## config.mk

```make
export PLATFORM = sky130hd
export DESIGN_NAME = uart_tx_ctrl
export DESIGN_NICKNAME = d
export VERILOG_FILES = /design/src/rtl/uart_pkg.sv /design/src/rtl/uart_tx_serializer.sv /design/src/rtl/uart_tx_ctrl.sv
export SDC_FILE = /design/constraint.sdc
export NUM_CORES = 1
export LEC_CHECK = 0
export BUFFER_PORTS_ARGS = -buffer_cell sky130_fd_sc_hd__buf_2
export CORE_ASPECT_RATIO = 0.8
export CORE_MARGIN = 3
export CORE_UTILIZATION = 35
export CTS_CLUSTER_SIZE = 16
export DETAILED_ROUTE_END_ITERATION = 10
export GPL_ROUTABILITY_DRIVEN = 0
export PLACE_DENSITY = 0.56
export SETUP_SLACK_MARGIN = 0.2
export SLEW_MARGIN = 20
export SYNTH_ARGS = -nofsm -noshare
export SYNTH_HDL_FRONTEND = slang
export SYNTH_SLANG_ARGS = --single-unit
```

## constraint.sdc

```tcl
create_clock -name CLK -period 3.95 [get_ports CLK]
set_input_delay 0.5925 -clock CLK [delete_from_list [all_inputs] [get_ports CLK]]
set_output_delay 0.5925 -clock CLK [all_outputs]
set_load 0.05 [all_outputs]
```

## src/rtl/uart_pkg.sv

```systemverilog
// uart_pkg: shared UART transmitter state encoding and frame-overhead constants
package uart_pkg;
  typedef enum logic [2:0] {IDLE, START, DATA, PARITY, STOP} tx_state_t;
  localparam int FRAME_OVERHEAD = 2;
  localparam int FRAME_OVERHEAD_PAR = 3;
endpackage

```

## src/rtl/uart_tx_serializer.sv

```systemverilog
// uart_tx_serializer: payload shift register, bit counter, parity register (CLK, RST active-low sync, load/shift in, bit_cur/bit_nxt/par/done out)
module uart_tx_serializer #(
  parameter int DATA_WIDTH = 8
) (
  input  logic                  CLK,
  input  logic                  RST,
  input  logic                  load,
  input  logic                  shift,
  input  logic [DATA_WIDTH-1:0] data,
  input  logic                  par_typ,
  output logic                  bit_cur,
  output logic                  bit_nxt,
  output logic                  par,
  output logic                  done
);
  localparam int CW = DATA_WIDTH > 1 ? $clog2(DATA_WIDTH) : 1;
  logic [DATA_WIDTH-1:0] sr;
  logic [CW-1:0] cnt;
  always_ff @(posedge CLK) begin
    if (!RST) begin
      sr <= '0;
      cnt <= '0;
      par <= 1'b0;
    end else if (load) begin
      sr <= data;
      cnt <= '0;
      par <= ^data ^ par_typ;
    end else if (shift) begin
      sr <= sr >> 1;
      cnt <= cnt + 1'b1;
    end
  end
  assign bit_cur = sr[0];
  assign bit_nxt = sr[DATA_WIDTH > 1 ? 1 : 0];
  assign done = cnt == CW'(DATA_WIDTH - 1);
endmodule

```

## src/rtl/uart_tx_ctrl.sv

```systemverilog
// uart_tx_ctrl: UART frame sequencer (CLK, RST active-low sync, P_DATA/Data_Valid/PAR_EN/PAR_TYP in, registered TX_OUT/Busy out)
module uart_tx_ctrl
  import uart_pkg::*;
#(
  parameter int DATA_WIDTH = 8
) (
  input  logic                  CLK,
  input  logic                  RST,
  input  logic [DATA_WIDTH-1:0] P_DATA,
  input  logic                  Data_Valid,
  input  logic                  PAR_EN,
  input  logic                  PAR_TYP,
  output logic                  TX_OUT,
  output logic                  Busy
);
  tx_state_t state, state_nxt;
  logic load, shift, done, bit_cur, bit_nxt, par, par_en_q, tx_nxt;
  uart_tx_serializer #(.DATA_WIDTH(DATA_WIDTH)) u_ser (
    .CLK(CLK),
    .RST(RST),
    .load(load),
    .shift(shift),
    .data(P_DATA),
    .par_typ(PAR_TYP),
    .bit_cur(bit_cur),
    .bit_nxt(bit_nxt),
    .par(par),
    .done(done)
  );
  always_comb begin
    state_nxt = state;
    load = 1'b0;
    shift = 1'b0;
    tx_nxt = 1'b1;
    case (state)
      IDLE: begin
        load = Data_Valid;
        state_nxt = Data_Valid ? START : IDLE;
        tx_nxt = !Data_Valid;
      end
      START: begin
        state_nxt = DATA;
        tx_nxt = bit_cur;
      end
      DATA: begin
        shift = !done;
        state_nxt = !done ? DATA : par_en_q ? PARITY : STOP;
        tx_nxt = !done ? bit_nxt : par_en_q ? par : 1'b1;
      end
      PARITY: state_nxt = STOP;
      STOP: state_nxt = IDLE;
      default: state_nxt = IDLE;
    endcase
  end
  always_ff @(posedge CLK) begin
    if (!RST) begin
      state <= IDLE;
      TX_OUT <= 1'b1;
      Busy <= 1'b0;
      par_en_q <= 1'b0;
    end else begin
      state <= state_nxt;
      TX_OUT <= tx_nxt;
      Busy <= state_nxt != IDLE;
      if (load) par_en_q <= PAR_EN;
    end
  end
endmodule

```

# ---- Yosys cells after proc, flatten, opt, wreduce, memory -nomap -nowiden
# Index checks and enable logic that the tools add are counted.
dict set report totals {
  ff_bits 18
  in_bits 13
  elab_cells 32
}
dict set report classes {
  addsub 1
  eq_ne 4
  n_mux 11
  n_bitwise 2
  n_reduce_logical 7
}
# cell n
set ops {}
lappend ops {{2-to-1 mux 8 bit} 2}
lappend ops {{one-hot mux 3 bit (4 select lines)} 1}
lappend ops {{XOR reduction 8 bit} 1}
lappend ops {{== test 3 x 2 -> 1 bit, second input constant} 2}
lappend ops {{2-to-1 mux 3 bit} 2}
lappend ops {{2-to-1 mux 1 bit} 5}
lappend ops {{adder 3 x 1 -> 3 bit, second input constant} 1}
lappend ops {{== test 3 x 1 -> 1 bit, second input constant} 1}
lappend ops {{== test 3 bit, second input constant} 1}
lappend ops {{zero test 3 bit} 1}
lappend ops {{one-hot mux 1 bit (3 select lines)} 1}
lappend ops {{nonzero test 3 bit} 1}
lappend ops {{zero test 1 bit} 2}
lappend ops {{nonzero test 2 bit} 1}
lappend ops {{OR reduction 2 bit} 1}
lappend ops {{NOT 1 bit} 1}
lappend ops {{bitwise XOR 1 bit} 1}

# ---- Logic depth before layout (Yosys ltp)
dict set report depth {
  ltp_word 5
  mapped_depth 7
  mapped_depth_nobuf 6
}

# ---- Cells and area by module
# A second synthesis with hierarchy kept.
dict set report unflattened {
  cells_unflattened 96
  hier_area_um2 903.4
}
# module instances cells_per_inst area_each_um2
set by_module_without_submodules {}
lappend by_module_without_submodules {uart_tx_serializer 1 66 616.8}
lappend by_module_without_submodules {uart_tx_ctrl 1 30 286.5}

# ---- Worst setup path before layout
# No wires, ideal clock.
dict set report synth_timing {
  path_kind {register -> register}
  startpoint {reg u_ser.cnt[0]}
  endpoint {reg u_ser.sr[4]}
  setup_ns 0.091
  t_arrival_ns 1.542
  t_required_ns 3.859
  slack_ns 2.317
  path_stages_with_launch 8
  path_buffers 1
  synth_period_minus_slack_ns 1.633
  path_cell_list {dfxtp_1 > ha_1 > ha_1 > nand2b_1 > a21boi_2 > buf_6 > nor2_1 > a311oi_1}
}
dict set report synth_between {
  elab_chain_len 4
}
# element line
set synth_rtl {}
lappend synth_rtl {{start, declared} uart_tx_serializer.sv:18} ;# logic [CW-1:0] cnt;
lappend synth_rtl {{start signal, assigned} uart_tx_serializer.sv:30} ;# cnt <= cnt + 1'b1;
lappend synth_rtl {{== test 3 bit} uart_tx_serializer.sv:35} ;# assign done = cnt == CW'(DATA_WIDTH - 1);
lappend synth_rtl {{zero test 1 bit} --}
lappend synth_rtl {{2-to-1 mux 1 bit} uart_tx_ctrl.sv:35} ;# case (state)
lappend synth_rtl {{nonzero test 2 bit (no source line)} --}
lappend synth_rtl {{end signal, assigned} uart_tx_serializer.sv:25} ;# sr <= data;
lappend synth_rtl {{end signal, assigned} uart_tx_serializer.sv:29} ;# sr <= sr >> 1;
lappend synth_rtl {{end, declared} uart_tx_serializer.sv:17} ;# logic [DATA_WIDTH-1:0] sr;
# No other way between the ends.
# A chain may end at the register's enable or synchronous reset.

# ---- Worst setup path in the final report
dict set report layout_timing {
  startpoint {reg u_ser.cnt[0]}
  endpoint {reg u_ser.sr[6]}
}
# The elaborated chain is that of the path after synthesis.

==> metrics <==
status=completed; number of placed instances, taps included=146; average routed wire per standard cell=11.8 µm; switch share=29.9%; Distinct cells, synth=33; number of vias per cell=4.90; wirelength, routed=1760 µm; GRT Total Usage=12.0%; fmax=0.517 GHz; multi-input gate area in the final layout=519 µm²; H-Tree Level Count=1; number of resized instances in the post-cts repair step=0; buffer depth of the longest clock path=2; core area=2480 µm²; critical path class=register to register; cells taking the most area after synthesis=sky130_fd_sc_hd__dfxtp_1 (39%), sky130_fd_sc_hd__nand2_1 (7.3%), sky130_fd_sc_hd__a311oi_1 (5.7%), sky130_fd_sc_hd__nor2_1 (5.2%), sky130_fd_sc_hd__nor4b_4 (5.1%); Max Clock Skew=5.15 ps; area share of the largest cell type after synthesis=38.8%; setup ws final=2020 ps; number of warning messages in the yosys log=0; TritonCTS clock tree=yes; total clock buffers created by CTS=3; Detail Placement HPWL=1310 µm; reg2reg end=u_ser.sr[6]; worst path cell trace=ha_1, ha_1, nand2b_1, a21boi_2, o221ai_1, a21oi_1; met1 WL=865 µm; min Tclk post-route=1930 ps; Worst Hold Class=register to register; cell area power density=378 nW/µm²; Site Rows=16; Sequential Area=360 µm²; Worst Tran Pin Value=635 ps; netlist area before placement=930 µm²; Post-synth EDFFs=0; P_int=0.000272 W; sink count of the clock tree=18; Final Net Count=130; die span in y=52.1 µm; full die area=3310 µm²; Peak supply drop=0.162 mV; die width=63.6 µm; cell depth of the worst hold path=2; period utilisation layout=48.9%; crit-path leading delay family=compound AO/OA/AOI/OAI gates; gate count after technology mapping=101; global route total overflow=0; Boundary Pins=15; global-route wire length before repair=2980 µm; Met2 Routed Length=789 µm; max cap viols=0; Initial Util=37.4%; synthesized area divided by synthesized cell count=9.20 µm²; most numerous cell types in the synthesized netlist=sky130_fd_sc_hd__dfxtp_1 (18), sky130_fd_sc_hd__nand2_1 (18), sky130_fd_sc_hd__nor2_1 (13), sky130_fd_sc_hd__a311oi_1 (6); final number of setup-violating endpoints=0; worst reg-to-reg setup slack=2020 ps; pre-CTS setup slack=2030 ps; CP most frequent cell=sky130_fd_sc_hd__ha_1; remaining antenna violation count after routing=0; number of buffer and inverter instances along the worst setup path=0; sum of met3 wire segment lengths after detailed routing=90 µm; depth of the worst register-to-register path=6; synthesized net count=116; share of layout cells above drive strength 1=21.2%; Comb pwr share=22.2%; crit path max-delay cell type=sky130_fd_sc_hd__a21boi_2; Root Driver=sky130_fd_sc_hd__clkbuf_4; CP Data Required Time=4180 ps; count of antenna diodes in the layout=0; clock latency on the worst-skew pair=300 ps; origin of the critical flop-to-flop path=u_ser.cnt[0]; DR iter-0 viols=38; total negative slack for setup checks=0 ps; switching power total=0.000116 W; data arrival time of the worst path=2160 ps; hold-critical path endpoint=u_ser.sr[3]; fraction of the yosys area taken by sequential cells=38.8%; antenna violations before repair=0; Startpoint Class=register; # fillers=272; uppermost layer routed=met4; #FFs+latches synth=18; count of vias placed by the detailed router=730; drt pass-1 iters=4; Relative slew margins=57.5%; Worst Min Path Start=u_ser.sr[4]; leakage power summed over all cells=0.411 nW; hold-fix buffers at CTS=0; clock group share of total power=23.6%; Crit path largest cell delay=520 ps; area growth from synthesis to layout=10.2%; largest net degree at the start of global routing=16; post-synth top area cell=sky130_fd_sc_hd__dfxtp_1; Flop pwr share=54.2%; Synth async-reset ratio=0%; unrepaired setup endpoints after global routing=false; non-filler cells, final=149; Port Buffers=14; post-CTS setup buffer count=0; number of global-route vias before repair=676; number of hold violations in the final report=0; Final Max Slew Viols=0; Clk pin slew, worst setup/hold paths=100 ps; drc violations=0; kind of capture point of the worst setup path=register; maximum fanout along the worst path=15; most used flip-flop cell after synthesis=sky130_fd_sc_hd__dfxtp_1
[power by group through the flow]
stage                clock, W  sequential [W]  combinational (W)
detailed placement          0        0.000214          0.0000869
floorplan                   0        0.000215          0.0000699
finish              0.0000914        0.000210          0.0000862
CTS                 0.0000941        0.000210          0.0000872
global route         0.000102        0.000212          0.0000967
global placement            0        0.000214          0.0000846
[worst register-to-register path, delay by kind of cell, from the launching register on]
family	cells	cell delay, ps
and+or+nand+nor	1	190
adders and majority gates	2	460
AOI/OAI and AO/OA	3	890
DFF	1	330
[placed cells by master, fill, tap and decap left out]
| cell type | n |
|---|---|
| sky130_fd_sc_hd__xnor3_1 | 1 |
| sky130_fd_sc_hd__nand3b_1 | 2 |
| sky130_fd_sc_hd__a311oi_1 | 6 |
| sky130_fd_sc_hd__buf_2 | 14 |
| sky130_fd_sc_hd__dfxtp_1 | 18 |
| sky130_fd_sc_hd__or3_1 | 1 |
| sky130_fd_sc_hd__a21boi_1 | 1 |
| sky130_fd_sc_hd__nand3_1 | 1 |
| sky130_fd_sc_hd__a21oi_1 | 4 |
| sky130_fd_sc_hd__nand2_1 | 18 |
| sky130_fd_sc_hd__nand2b_1 | 4 |
| sky130_fd_sc_hd__a21boi_2 | 1 |
| sky130_fd_sc_hd__nor2_1 | 13 |
| sky130_fd_sc_hd__o21ai_1 | 1 |
| sky130_fd_sc_hd__nor3b_1 | 1 |
| sky130_fd_sc_hd__a211o_1 | 1 |
| sky130_fd_sc_hd__ha_1 | 2 |
| sky130_fd_sc_hd__and2_1 | 1 |
| sky130_fd_sc_hd__nor2_2 | 1 |
| sky130_fd_sc_hd__nor3_1 | 1 |
| sky130_fd_sc_hd__mux2i_1 | 2 |
| sky130_fd_sc_hd__xnor2_1 | 4 |
| sky130_fd_sc_hd__nor3b_2 | 1 |
| sky130_fd_sc_hd__o221ai_1 | 1 |
| sky130_fd_sc_hd__xor2_1 | 2 |
| sky130_fd_sc_hd__o2111ai_1 | 1 |
| sky130_fd_sc_hd__o22ai_1 | 1 |
| sky130_fd_sc_hd__and3_4 | 1 |
| sky130_fd_sc_hd__clkbuf_4 | 3 |
| sky130_fd_sc_hd__nor4b_4 | 2 |
| sky130_fd_sc_hd__inv_1 | 2 |
| sky130_fd_sc_hd__nand2_2 | 1 |
[how the worst max path moves through the flow]
| stage | from | to | cells after the start |
|---|---|---|---|
| 3_5_place_dp | u_ser.cnt[0] | u_ser.sr[5] | 6 |
| 3_3_place_gp | Data_Valid | u_ser.par | 5 |
| 5_1_grt | u_ser.cnt[0] | u_ser.sr[1] | 6 |
| 2_1_floorplan | u_ser.cnt[0] | u_ser.sr[4] | 7 |
| 4_1_cts | u_ser.cnt[0] | u_ser.sr[5] | 6 |
| 6_report | u_ser.cnt[0] | u_ser.sr[6] | 6 |
[cell families after synthesis]
| group | Yosys count | share of synthesized area (%) |
|---|---|---|
| AOI/OAI and AO/OA | 17 | 13.9 |
| adders and majority gates | 2 | 2.69 |
| and+or+nand+nor | 48 | 29.1 |
| buffers and inverters | 7 | 5.38 |
| xor gates and xnor gates | 7 | 8.08 |
| DFF | 18 | 38.8 |
| muxes | 2 | 2.15 |
[layer usage]
metal / vias up / GRT usage [%]
met3: 2 / 5.40
li1: 375 / -
met1: 342 / 14.9
met4: 0 / 4.30
met2: 11 / 18.5
met5: - / 0
[area by class of cell]
cell class | count | area share (%)
clock buffer | 3 | 2.20
inverter | 2 | 0.733
multi-input combinational | 76 | 50.7
sequential | 18 | 35.2
tap | 36 | 4.40
timing repair buffer | 14 | 6.84
[sequential cells by signal (all words and copies together) (netlist names)]
signal / count
u_ser.sr: 8
state: 3
u_ser.cnt: 3
Busy: 1
TX_OUT: 1
par_en_q: 1
u_ser.par: 1
[through the flow]
stage | hold WS, ps | power (W) | util (%) | instance area [µm²]
final | 485 | 0.000388 | 41.3 | 1020
after global routing | 519 | 0.000412 | 41.3 | 1020
after CTS | 489 | 0.000391 | 41.3 | 1020
after detailed placement | 475 | 0.000301 | 40.4 | 1000
after global placement | 468 | 0.000299 | 40.4 | 1000
after floorplan | 458 | 0.000285 | - | 930
No activity file was read; power rests on OpenSTA's default activity.
